$ cat src/rtl/bp_common_pkg.sv
// Shared CLINT definitions: device/register base offsets, register and FSM enums,
// and small helpers for access alignment and half-word store merging.
package bp_common_pkg;

    localparam logic [7:0]  clint_dev_gp           = 8'h02;
    localparam logic [23:0] clint_mipi_base_gp     = 24'h00_0000;
    localparam logic [23:0] clint_mtimecmp_base_gp = 24'h00_4000;
    localparam logic [23:0] clint_mtime_base_gp    = 24'h00_bff8;

    typedef enum logic [1:0] {
        e_mipi,
        e_mtimecmp,
        e_mtime,
        e_unmapped
    } bp_clint_reg_e;

    typedef enum logic {
        e_clint_idle,
        e_clint_resp
    } bp_clint_state_e;

    // Only 4B and 8B accesses exist, each naturally aligned.
    function automatic logic clint_aligned(input logic [1:0] size,
                                           input logic [2:0] off);
        case (size)
            2'd3:    return off == 3'b000;
            2'd2:    return off[1:0] == 2'b00;
            default: return 1'b0;
        endcase
    endfunction

    // A 4B store replaces only the addressed word of a 64b register.
    function automatic logic [63:0] clint_merge(input logic [63:0] old,
                                                input logic [63:0] wdata,
                                                input logic [1:0]  size,
                                                input logic        hi);
        if (size == 2'd3)
            return wdata;
        else if (hi)
            return {wdata[31:0], old[31:0]};
        else
            return {old[63:32], wdata[31:0]};
    endfunction

endpackage

$ cat src/rtl/bp_clint_tick_sync.sv
// Brings an asynchronous RTC tick into clk_i: 2-flop synchronizer + rising edge.
// Ports: clk_i, reset_n_i, tick_i (async), tick_o (one-cycle pulse per rise).
module bp_clint_tick_sync (
    input  logic clk_i,
    input  logic reset_n_i,
    input  logic tick_i,
    output logic tick_o
);

    logic [2:0] sync_q;

    always_ff @(posedge clk_i or negedge reset_n_i) begin
        if (!reset_n_i)
            sync_q <= '0;
        else
            sync_q <= {sync_q[1:0], tick_i};
    end

    assign tick_o = sync_q[1] & ~sync_q[2];

endmodule

$ cat src/rtl/bp_clint_responder.sv
// CLINT responder: MIPI / MTIMECMP / MTIME over a v/ready cmd, v/yumi resp link.
// Ports: cmd_* in, resp_* out, mtime_tick_i, soft_irq_o, timer_irq_o. BP_CLINT_TICK_SYNC_EN.
module bp_clint_responder
    import bp_common_pkg::*;
#(
    parameter int num_core_p   = 1,
    parameter int addr_width_p = 32,
    parameter int data_width_p = 64
) (
    input  logic                    clk_i,
    input  logic                    reset_n_i,
    input  logic                    cmd_v_i,
    output logic                    cmd_ready_o,
    input  logic                    cmd_w_i,
    input  logic [addr_width_p-1:0] cmd_addr_i,
    input  logic [1:0]              cmd_size_i,
    input  logic [data_width_p-1:0] cmd_data_i,
    input  logic                    mtime_tick_i,
    output logic                    resp_v_o,
    input  logic                    resp_yumi_i,
    output logic [data_width_p-1:0] resp_data_o,
    output logic                    resp_err_o,
    output logic [num_core_p-1:0]   soft_irq_o,
    output logic [num_core_p-1:0]   timer_irq_o
);

    bp_clint_state_e state_q;
    bp_clint_reg_e   reg_sel;

    logic                    ready_q, resp_v_q, resp_err_q;
    logic [data_width_p-1:0] resp_data_q;
    logic [63:0]             mtime_q;
    logic [63:0]             cmp_q [num_core_p];
    logic [num_core_p-1:0]   mipi_q, timer_q;

    logic [23:0] off;
    logic [31:0] off_w, idx;
    logic        hi, err, accept, wr, tick_en;
    logic [63:0] sel_val, rdata;

`ifdef BP_CLINT_TICK_SYNC_EN
    bp_clint_tick_sync u_tick_sync (
        .clk_i     (clk_i),
        .reset_n_i (reset_n_i),
        .tick_i    (mtime_tick_i),
        .tick_o    (tick_en)
    );
`else
    assign tick_en = mtime_tick_i;
`endif

    assign off    = cmd_addr_i[23:0];
    assign off_w  = {8'b0, off};
    assign hi     = off[2];
    assign accept = cmd_v_i & ready_q;
    assign wr     = accept & cmd_w_i & ~err;

    always_comb begin
        reg_sel = e_unmapped;
        idx     = '0;
        if (cmd_addr_i[31:24] == clint_dev_gp) begin
            if (off < clint_mtimecmp_base_gp) begin
                idx = (off_w - {8'b0, clint_mipi_base_gp}) >> 2;
                if (idx < num_core_p) reg_sel = e_mipi;
            end else if (off[23:3] == clint_mtime_base_gp[23:3]) begin
                reg_sel = e_mtime;
            end else if (off < clint_mtime_base_gp) begin
                idx = (off_w - {8'b0, clint_mtimecmp_base_gp}) >> 3;
                if (idx < num_core_p) reg_sel = e_mtimecmp;
            end
        end
    end

    assign err = (reg_sel == e_unmapped)
               | ~clint_aligned(cmd_size_i, off[2:0])
               | ((reg_sel == e_mipi) & (cmd_size_i != 2'd2));

    always_comb begin
        sel_val = '0;
        for (int c = 0; c < num_core_p; c++) begin
            if (idx == 32'(c)) begin
                if (reg_sel == e_mipi)     sel_val = {63'b0, mipi_q[c]};
                if (reg_sel == e_mtimecmp) sel_val = cmp_q[c];
            end
        end
        if (reg_sel == e_mtime) sel_val = mtime_q;
        rdata = '0;
        if (!err && !cmd_w_i) begin
            if (cmd_size_i == 2'd3)
                rdata = sel_val;
            else
                rdata = hi ? {32'b0, sel_val[63:32]} : {32'b0, sel_val[31:0]};
        end
    end

    // Register file; a store to mtime takes priority over a tick in the same cycle.
    always_ff @(posedge clk_i or negedge reset_n_i) begin
        if (!reset_n_i) begin
            mtime_q <= '0;
            mipi_q  <= '0;
            timer_q <= '0;
            for (int c = 0; c < num_core_p; c++) cmp_q[c] <= '1;
        end else begin
            if (wr && reg_sel == e_mtime)
                mtime_q <= clint_merge(mtime_q, cmd_data_i, cmd_size_i, hi);
            else if (tick_en)
                mtime_q <= mtime_q + 64'd1;
            for (int c = 0; c < num_core_p; c++) begin
                if (wr && idx == 32'(c)) begin
                    if (reg_sel == e_mipi)
                        mipi_q[c] <= cmd_data_i[0];
                    if (reg_sel == e_mtimecmp)
                        cmp_q[c] <= clint_merge(cmp_q[c], cmd_data_i, cmd_size_i, hi);
                end
                timer_q[c] <= mtime_q >= cmp_q[c];
            end
        end
    end

    always_ff @(posedge clk_i or negedge reset_n_i) begin
        if (!reset_n_i) begin
            state_q     <= e_clint_idle;
            ready_q     <= 1'b1;
            resp_v_q    <= 1'b0;
            resp_err_q  <= 1'b0;
            resp_data_q <= '0;
        end else begin
            unique case (state_q)
                e_clint_idle: begin
                    if (accept) begin
                        state_q     <= e_clint_resp;
                        ready_q     <= 1'b0;
                        resp_v_q    <= 1'b1;
                        resp_err_q  <= err;
                        resp_data_q <= rdata;
                    end
                end
                e_clint_resp: begin
                    if (resp_yumi_i) begin
                        state_q     <= e_clint_idle;
                        ready_q     <= 1'b1;
                        resp_v_q    <= 1'b0;
                        resp_err_q  <= 1'b0;
                        resp_data_q <= '0;
                    end
                end
            endcase
        end
    end

    assign cmd_ready_o = ready_q;
    assign resp_v_o    = resp_v_q;
    assign resp_err_o  = resp_err_q;
    assign resp_data_o = resp_data_q;
    assign soft_irq_o  = mipi_q;
    assign timer_irq_o = timer_q;

endmodule

$ cat config.mk
export PLATFORM = sky130hd
export DESIGN_NAME = bp_clint_responder
export DESIGN_NICKNAME = d
export VERILOG_FILES = /design/src/rtl/bp_common_pkg.sv /design/src/rtl/bp_clint_tick_sync.sv /design/src/rtl/bp_clint_responder.sv
export SDC_FILE = /design/constraint.sdc
export NUM_CORES = 1
export LEC_CHECK = 0
export ABC_AREA = 1
export BUFFER_PORTS_ARGS = -buffer_cell sky130_fd_sc_hd__buf_2
export CELL_PAD_IN_SITES_DETAIL_PLACEMENT = 1
export CELL_PAD_IN_SITES_GLOBAL_PLACEMENT = 1
export CORE_MARGIN = 10
export CORE_UTILIZATION = 46
export DETAILED_ROUTE_END_ITERATION = 10
export PLACE_DENSITY_LB_ADDON = 0.1
export REMOVE_ABC_BUFFERS = 1
export SLEW_MARGIN = 40
export SYNTH_ARGS = -nofsm -noshare
export SYNTH_HDL_FRONTEND = slang
export SYNTH_HIERARCHICAL = 1
export SYNTH_SLANG_ARGS = --single-unit
$ cat constraint.sdc
create_clock -name clk_i -period 3.3 [get_ports clk_i]
set_input_delay 0.165 -clock clk_i [delete_from_list [all_inputs] [get_ports clk_i]]
set_output_delay 0.165 -clock clk_i [all_outputs]
set_load 0.005 [all_outputs]
## Yosys cells after proc, flatten, opt, wreduce, memory -nomap -nowiden

Index checks and enable logic that the tools add are counted.

| word-level totals | value |
|---|---|
| bits of input ports | 104 |
| memory bits (writable) | 0 |
| ROM bits | 0 |
| flip-flop bits (word level) | 198 |
| bits in latches | 0 |
| logic and storage cells | 93 |
| output and inout bits | 69 |
| memories kept | 0 |

| cells by class | value |
|---|---|
| equal/unequal tests | 13 |
| $add $sub $neg | 2 |
| shifts and indexed selects | 0 |
| $lt $le $gt $ge | 5 |
| reductions and logical operators | 17 |
| multipliers | 0 |
| div/mod/pow operators | 0 |
| muxes and demuxes | 36 |
| bitwise gates (word level) | 9 |

Operator list:

| cell | count |
|---|---|
| two-way mux 64 bit | 11 |
| one-hot mux 64 bit (2 select lines) | 1 |
| two-way mux 29 bit | 3 |
| adder 64 x 1 -> 64 bit (second input constant) | 1 |
| >= comparator 64 bit | 1 |
| two-way mux 32 bit | 2 |
| logical NOT 32 bit | 1 |
| < comparator 29 x 1 -> 1 bit (second input constant) | 1 |
| subtractor 24 x 15 -> 25 bit (second input constant) | 1 |
| < comparator 24 x 15 -> 1 bit (second input constant) | 1 |
| < comparator 24 x 16 -> 1 bit (second input constant) | 1 |
| < comparator 22 x 1 -> 1 bit (second input constant) | 1 |
| equality test 21 x 13 -> 1 bit (second input constant) | 1 |
| two-way mux 2 bit | 6 |
| one-hot mux 1 bit (2 select lines) | 5 |
| equality test 2 bit (second input constant) | 4 |
| equality test 8 x 2 -> 1 bit (second input constant) | 1 |
| two-way mux 1 bit | 8 |
| AND reduction 2 bit | 4 |
| != test 2 bit (second input constant) | 3 |
| != test 3 bit (second input constant) | 2 |
| AND reduction 3 bit | 2 |
| bitwise AND 1 bit | 4 |
| logical NOT 2 bit | 2 |
| other kinds (8) | 15 |

## Depth between registers and ports, before layout

Gate-level depths: netlist of run 1.

| depth | value |
|---|---|
| depth after elaboration | 17 |
| gate-level depth with buffers | 20 |
| depth with buffers taken out | 18 |

## Worst setup path after synthesis of run 1

No wires, ideal clock.

| timing path | value |
|---|---|
| path type | input-to-reg |
| from | input port cmd_addr_i[14] |
| to | register resp_data_q[48] (netlist: resp_data_o[48]) |
| library setup time | 0.083 ns |
| path buffers | 2 |
| required time | 3.217 ns |
| stages on the path | 18 |
| arrival time | 2.079 ns |
| slack | 1.138 ns |
| cell sequence | inv_1 ha_1 inv_1 nor2_1 nand2_1 o21ai_0 o21ai_0 a21oi_1 nand3_1 nand2_1 nand2_1 nand2_1 buf_2 clkbuf_1 nand3_1 nand2_1 inv_1 o21ai_0 |

| on the way | value |
|---|---|
| longest elaborated chain between the ends | 15 |
| elaborated cells on any way between the ends | 33 |
| classes of those cells | 1 x add/sub; 4 x order compare; 4 x eq/ne; 17 x mux; 3 x bitwise; 4 x reduce/logical |

Ends and longest elaborated chain:

| element | RTL line | text |
|---|---|---|
| start, declared | bp_clint_responder.sv:15 | `input logic [addr_width_p-1:0] cmd_addr_i,` |
| subtractor 24 x 15 -> 25 bit | bp_clint_responder.sv:68 | `idx = (off_w - {8'b0, clint_mtimecmp_base_gp}) >> 3;` |
| < comparator 29 x 1 -> 1 bit | bp_clint_responder.sv:69 | `if (idx < num_core_p) reg_sel = e_mtimecmp;` |
| two-way mux 2 bit | bp_clint_responder.sv:69 |  |
| two-way mux 2 bit | bp_clint_responder.sv:67 | `end else if (off < clint_mtime_base_gp) begin` |
| two-way mux 2 bit | bp_clint_responder.sv:65 | `end else if (off[23:3] == clint_mtime_base_gp[23:3]) begin` |
| two-way mux 2 bit | bp_clint_responder.sv:62 | `if (off < clint_mtimecmp_base_gp) begin` |
| two-way mux 2 bit | bp_clint_responder.sv:61 | `if (cmd_addr_i[31:24] == clint_dev_gp) begin` |
| equality test 2 x 1 -> 1 bit (tied with other cells) | bp_clint_responder.sv:83 | `if (reg_sel == e_mtimecmp) sel_val = cmp_q[c];` |
| two-way mux 64 bit (tied with other cells) | bp_clint_responder.sv:83 |  |
| two-way mux 64 bit / bitwise OR 1 bit (equally long branches) | bp_clint_responder.sv:81, bp_clint_responder.sv:76 |  |
| two-way mux 64 bit / logical NOT 1 bit (equally long branches) | bp_clint_responder.sv:86, bp_clint_responder.sv:88 |  |
| two-way mux 64 bit / logical AND 1 bit (equally long branches) | bp_clint_responder.sv:89, bp_clint_responder.sv:88 |  |
| two-way mux 64 bit (*) | bp_clint_responder.sv:88 | `if (!err && !cmd_w_i) begin` |
| two-way mux 64 bit (*) | bp_clint_responder.sv:130 | `if (accept) begin` |
| one-hot mux 64 bit (2 select lines) (*) | bp_clint_responder.sv:128 | `unique case (state_q)` |
| end signal, assigned | bp_clint_responder.sv:135 | `resp_data_q <= rdata;` |
| end, declared | bp_clint_responder.sv:31 | `logic [data_width_p-1:0] resp_data_q;` |

Mark *: on every way between the ends. The rest lies on a longest branch, timed or not. The select of a mux whose other input is x is not followed.
A chain may end at the register's enable or synchronous reset.

## Worst setup path after layout of run 1

| timing path | value |
|---|---|
| from | register mtime_q[4] |
| to | register mtime_q[48] |

| on the way | value |
|---|---|
| longest elaborated chain between the ends | 3 |

Ends and longest elaborated chain:

| element | RTL line | text |
|---|---|---|
| start, declared | bp_clint_responder.sv:32 | `logic [63:0] mtime_q;` |
| start signal, assigned | bp_clint_responder.sv:105 | `mtime_q <= clint_merge(mtime_q, cmd_data_i, cmd_size_i, hi);` |
| start signal, assigned | bp_clint_responder.sv:107 | `mtime_q <= mtime_q + 64'd1;` |
| adder 64 x 1 -> 64 bit | bp_clint_responder.sv:107 |  |
| two-way mux 64 bit | bp_clint_responder.sv:106 | `else if (tick_en)` |
| two-way mux 64 bit | bp_clint_responder.sv:104 | `if (wr && reg_sel == e_mtime)` |

No other way between the ends. The select of a mux whose other input is x is not followed.

==> key figures, run 1 <==
Run status
  • Outcome: complete, no violations

Clock network
  • Clock transition at path regs: 90 ps
  • CTS tree: done
  • Cts bufs inserted: 17
  • CTS H-Tree Depth: 4
  • Clk sink count: 198
  • Worst skew pair latency: 480 ps
  • Max clock buf depth: 2
  • CTS root buf: clkbuf_16
  • Postcts setup bufs: 0

Die
  • Die H: 200 um
  • DIE WIDTH: 200 um
  • Core box area: 31800 um2
  • Io pins: between 150 and 200
  • Die Area: 40000 um2
  • Cell row count: 65
  • Initial Util: 0.469

Setup path
  • Max Fanout on Critical Path: 6
  • Worst path cell trace: nand2_1, nor2_1, nand4_1, nor3_1, buf_4, nand2_1, nor3_1, nand2_1, xor2_1, nand2_1, nand2_1, nand2_1, nand2_1
  • WP buf/inv: 1
  • Crit path capture type: flop
  • CP most frequent cell: nand2_1
  • Critical Path AT: 3330 ps
  • Critical path startpoint category: flop
  • Worst path top cell family by delay: simple AND/OR/NAND/NOR gates
  • Crit path required time: 3720 ps
  • CP peak stage delay: around 500 ps
  • Worst Path Class, Setup: reg -> reg
  • Worst path slowest cell: dfrtp_1

Placement
  • DP Wirelength: 45600 um
  • Input/output buffers: 172
  • RePlAce Congestion: around 0.99
  • Placed Area: 16300 um2

Timing
  • Final Skew: around 15 ps
  • Final Slew Violations: 0
  • Tmin final: 2910 ps
  • Final hold violations: 0
  • RSZ-0062 raised after global routing: no
  • Slew headroom: 0.460
  • Hold_ws: between 20 and 25 ps
  • Final setup viols: 0
  • Maximum clock rate: 343 MHz
  • Final worst-path cycle share: 0.882
  • Worst slew pin tran: 810 ps
  • Setup TNS: 0 ps

Final layout
  • Most frequent cells in the layout: 770 x nand2_1, 230 x nand3_1, 191 x nor2_1
  • Most common cell after layout, fill and taps aside: nand2_1
  • Fill cell count: 4268
  • Fin nets: 2562
  • Final core occ: 0.544
  • Final instance area: 17300 um2
  • Antenna diode count: 0
  • P&R area growth vs syn: 16.1%
  • Layout cells sized above 1: 0.151

Route
  • Remaining DRCs: 0
  • Routed vias/inst: ~6
  • ANT nets after route: 0
  • Routed WL: 63500 um
  • DR vias: between 15000 and 20000
  • Routed len/inst: roughly 22 um
  • 1st-iter DRT viols: ~1200
  • Drt first pass iters: 5

Global routing
  • Global-route wire length before repair: 100000 um
  • Overflow after GRT: 0
  • Largest net degree at the start of global routing: 97
  • Initial antenna violation count: 0
  • Vias in the first global route: roughly 18000
  • Tot GR Track Use: 0.320

Power
  • Peak supply drop: ~0.38 mV
  • Pleak: 8.59 nW
  • Logic pwr share: 0.178
  • NetSw: 0.00200 W
  • Int Power: 0.00407 W
  • Sequential share of power: 0.423
  • Switching Share: 0.330
  • P per Cell Area: 351 nW/um2
  • Clock Power Share: 0.399

Run
  • Max Cap Viol: 0

Min path
  • Worst Hold Class: in -> reg

Synth
  • Gate Count Post-Synth: 2231
  • Post-synthesis sequential area ratio: 0.338
  • Mean Syn Cell Area: 6.68 um2
  • Cell area after synthesis: 14900 um2
  • Number of synthesized register bits: a little under 200
  • YS warnings: 6
  • Yosys cell types: 47
## registers in the layout, indices dropped and copies added (netlist names)
signal,cells
cmp_q,64
resp_err_o,1
resp_data_o,64
cmd_ready_o,1
soft_irq_o,1
mtime_q,64
resp_v_o,1
timer_irq_o,1
state_q,1
## what timing repair did
action,4_1_cts,5_1_grt
hold buffers,34,0
hold endpoints to repair,96,0
resized for setup,0,0
## cell usage after synthesis, drive strengths merged
library cell / count / area share
nand2: 778 / 0.20
nand3: 236 / 0.081
nor2: 203 / 0.055
inv: 188 / 0.047
nand4: 139 / 0.059
dfrtp: 133 / 0.22
o21ai: 73 / 0.025
ha: 70 / 0.059
dfstp: 65 / 0.11
a21oi: 64 / 0.021
clkbuf: 63 / 0.016
buf: 61 / 0.023
xor2: 41 / 0.024
nor3: 31 / 0.011
xnor2: 22 / 0.013
a21boi: 17 / 0.0086
nor4: 12 / 0.0050
nand3b: 5 / 0.0025
a211oi: 3 / 0.0015
o2111ai: 3 / 0.0018
o211ai: 3 / 0.0015
or2: 3 / 0.0013
and2: 2 / 0.00084
and3: 2 / 0.00084
clkinv: 2 / 0.00050
nor3b: 2 / 0.0010
nor4b: 2 / 0.0012
o21a: 2 / 0.0010
o221ai: 2 / 0.0012
a2111oi: 1 / 0.00059
a31oi: 1 / 0.00042
a32o: 1 / 0.00067
o41ai: 1 / 0.00059
## per-stage QoR
step | cells | total power, W | setup slack, ps
2_1_floorplan | 2107 | 0.00310 | -4660
3_3_place_gp | 2770 | 0.00360 | 437
3_5_place_dp | 2770 | 0.00364 | 378
4_1_cts | 2836 | 0.00608 | 400
5_1_grt | 2836 | 0.00630 | 173
6_report | 2836 | 0.00607 | 389
## metal layers
layer / vias to the layer above / wire length (um) / track usage
li1: 7598 / - / -
met1: 8268 / 26600 / 0.393
met2: 587 / 31200 / 0.553
met3: 140 / 3550 / 0.0511
met4: 0 / 2070 / 0.121
met5: - / 0 / 0
## worst paths after layout
kind / startpoint / end / slack [ps] / cells after the start
min in group asynchronous: reset_n_i / resp_data_o[60] / 320 / 2
worst max register to register: mtime_q[4] / mtime_q[48] / 390 / 13
worst min register to register: cmp_q[54] / cmp_q[54] / 470 / 2
max in group asynchronous: reset_n_i / cmp_q[9] / 2050 / 3
worst max-delay path: mtime_q[4] / mtime_q[48] / 390 / 13
worst min-delay path: cmd_v_i / state_q / 20 / 3
## worst register-to-register path: stages (launching register included)
cell,delay [ps]
dfrtp_1,500
nand2_1,160
nor2_1,310
nand4_1,260
nor3_1,370
buf_4,190
nand2_1,100
nor3_1,290
nand2_1,140
xor2_1,240
nand2_1,90
nand2_1,80
nand2_1,50
nand2_1,80
## power groups by stage
| stage | logic [W] | clock network, W | registers [W] |
|---|---|---|---|
| after floorplan | 0.000511 | 0 | 0.00259 |
| after global placement | 0.000997 | 0 | 0.00261 |
| after detailed placement | 0.00103 | 0 | 0.00261 |
| after CTS | 0.00107 | 0.00245 | 0.00257 |
| after global routing | 0.00118 | 0.00255 | 0.00258 |
| final | 0.00108 | 0.00242 | 0.00257 |
## kinds of logic after synthesis
logic type               synth area share
buffers and inverters              0.0866
adder cells (fa/ha/maj)            0.0588
XOR/XNOR                           0.0370
AO/OA/AOI/OAI                      0.0638
AND/OR/NAND/NOR                     0.416
flip-flops                          0.338
## layout make-up
cell class	instances	area (um2)	area share
multi-input combinational	1719	8610	0.498
sequential	198	5040	0.291
timing repair buffer	262	1740	0.101
inverter	190	713	0.0412
tap	435	544	0.0314
clock buffer	17	425	0.0246
clock inverter	15	230	0.0133
Note: power is estimated with default switching activity, not from simulation.
==> run 2, diff against run 1 <==
--- a/config.mk
+++ b/config.mk
@@ -10,7 +10,7 @@
 export CELL_PAD_IN_SITES_DETAIL_PLACEMENT = 1
 export CELL_PAD_IN_SITES_GLOBAL_PLACEMENT = 1
 export CORE_MARGIN = 10
-export CORE_UTILIZATION = 46
+export CORE_UTILIZATION = 39
 export DETAILED_ROUTE_END_ITERATION = 10
 export PLACE_DENSITY_LB_ADDON = 0.1
 export REMOVE_ABC_BUFFERS = 1
==> constraint.sdc (replaced) <==
create_clock -name clk_i -period 2.4 [get_ports clk_i]
set_input_delay 0.12 -clock clk_i [delete_from_list [all_inputs] [get_ports clk_i]]
set_output_delay 0.12 -clock clk_i [all_outputs]
set_load 0.005 [all_outputs]
==> key figures, run 2 (same netlist as run 1, synthesis figures left out) <==
Die
  • Cell row count: around 70
  • Die H: 215 um
  • Io pins: 173
  • DIE WIDTH: ~220 um
  • Die Area: 46400 um2
  • Initial Util: 0.396
  • Core box area: 37700 um2

Global routing
  • Initial antenna violation count: 0
  • Global-route wire length before repair: between 100000 and 150000 um
  • Largest net degree at the start of global routing: 88
  • Overflow after GRT: 0
  • Vias in the first global route: ~18000
  • Tot GR Track Use: 0.283

Final layout
  • P&R area growth vs syn: 29.4%
  • Final core occ: 0.512
  • Number of non-filler instances in the completed layout: 3097
  • Layout cells sized above 1: 0.227
  • Most frequent cells in the layout: 765 x nand2_1, 228 x nand3_1, 207 x buf_4
  • Antenna diode count: 0
  • Most common cell after layout, fill and taps aside: nand2_1
  • Fin nets: 2747

Timing
  • Final hold violations: 0
  • Tmin final: 2300 ps
  • Worst slew pin tran: 838 ps
  • Hold_ws: 35.8 ps
  • Maximum clock rate: 434 MHz
  • Final Skew: between 15 and 20 ps
  • Final setup viols: 0
  • Slew headroom: 0.440
  • Final worst-path cycle share: 0.960
  • RSZ-0062 raised after global routing: yes
  • Final Slew Violations: 0

Clock network
  • Max clock buf depth: 2
  • Worst skew pair latency: 510 ps
  • CTS root buf: clkbuf_16
  • Cts bufs inserted: 17
  • CTS H-Tree Depth: 4
  • Clock transition at path regs: 80 ps
  • Clk sink count: just under 200
  • CTS tree: done

Min path
  • Hold path cells: 5
  • Worst Hold Class: in -> reg

Setup path
  • Critical Path AT: 2740 ps
  • Critical path startpoint category: flop
  • Crit path required time: ~2800 ps
  • Reg2reg path depth: 13
  • Max Fanout on Critical Path: 4
  • Worst Path Class, Setup: reg -> reg
  • Worst path cell trace: buf_4, inv_1, nor3_4, buf_4, inv_1, nor2_1, nand2_1, nor2_1, xor2_1, nand2_1, nand2_1, nand2_1, nand2_1
  • CP most frequent cell: nand2_1
  • Worst path slowest cell: dfrtp_1
  • CP peak stage delay: 420 ps
  • Crit path capture type: flop

Power
  • P per Cell Area: 441 nW/um2
  • Pleak: 9.67 nW
  • Peak supply drop: 0.517 mV

Placement
  • RePlAce Congestion: approximately 0.97
  • Number of instances in the placed design: 3014
  • DP Wirelength: 50400 um
  • Input/output buffers: between 150 and 200

Route
  • ANT nets after route: 0
  • Routed vias/inst: approximately 5.4
  • 1st-iter DRT viols: 1131
  • Drt first pass iters: 5
  • Remaining DRCs: 0
  • Routed WL: 66500 um
  • Routed len/inst: 21.5 um
  • DR vias: 16726

Run
  • Max Cap Viol: 0

Run status
  • Outcome: complete, no violations
## run 2: cell count changes in the layout (fill, tap and decap cells not counted), sizes merged
| cell | previous run | this run |
|---|---|---|
| buf | 227 | 411 |
| inv | 197 | 190 |
| clkbuf | 18 | 23 |
| bufinv | 3 | 4 |
| clkinvlp | 0 | 1 |
| dlygate4sd3 | 34 | 35 |
## run 2: path summary, 6_finish.rpt
kind                            slack, ps      startpoint               to
worst min register to register        460       cmp_q[16]        cmp_q[16]
worst max register to register        100      mtime_q[0]      mtime_q[59]
min in group asynchronous             200       reset_n_i  resp_data_o[24]
worst min-delay path                   40  cmd_data_i[44]        cmp_q[44]
worst max-delay path                  100      mtime_q[0]      mtime_q[59]
max in group asynchronous            1340       reset_n_i      cmd_ready_o
## run 2: area by class of cell
class                      instances  area [um2]
clock buffer                      22         464
sequential                       198        5040
tap                              511         639
inverter                         190         713
multi-input combinational       1719        8830
clock inverter                    10         168
timing repair buffer             447        3430
fill                            4985       18400
## run 2: stage by stage
stage               setup TNS [ps]  instance area (um2)  setup WS [ps]  power, W
finish                           0                19300           95.1   0.00851
global route                  -107                19300          -41.8   0.00885
CTS                              0                19000           1.70   0.00851
detailed placement          -20520                18000           -242   0.00515
global placement             -5350                18000           -186   0.00509
floorplan                  -684980                14300          -5520   0.00427
## run 2: per-layer routing
layer	wire, um	vias to the layer above	global-route usage	part of all wire
li1	-	7978	-	-
met1	28800	8273	0.347	0.43
met2	33300	377	0.498	0.50
met3	2700	98	0.0457	0.041
met4	1720	0	0.0922	0.026
met5	0	-	0	0
## run 2: where the power goes
part,switching (W),total (W),internal [W]
Sequential,0.0000862,0.00351,0.00343
Combinational,0.00107,0.00171,0.000643
Clock,0.00147,0.00328,0.00181
## run 2: timing repair
| action | CTS | global route |
|---|---|---|
| hold buffers | 35 | 0 |
| hold endpoints to repair | 82 | 0 |
| buffers inserted | 3 | 13 |
| pin swaps | 2 | 12 |
| gates resized for setup | 6 | 48 |
| setup endpoints to repair | 10 | 25 |
## run 2: critical path, delay by kind of cell (launching register included)
kind	cells	cell delay, ps
buffers and inverters	4	480
and+or+nand+nor	8	1190
xor gates and xnor gates	1	160
DFF	1	420
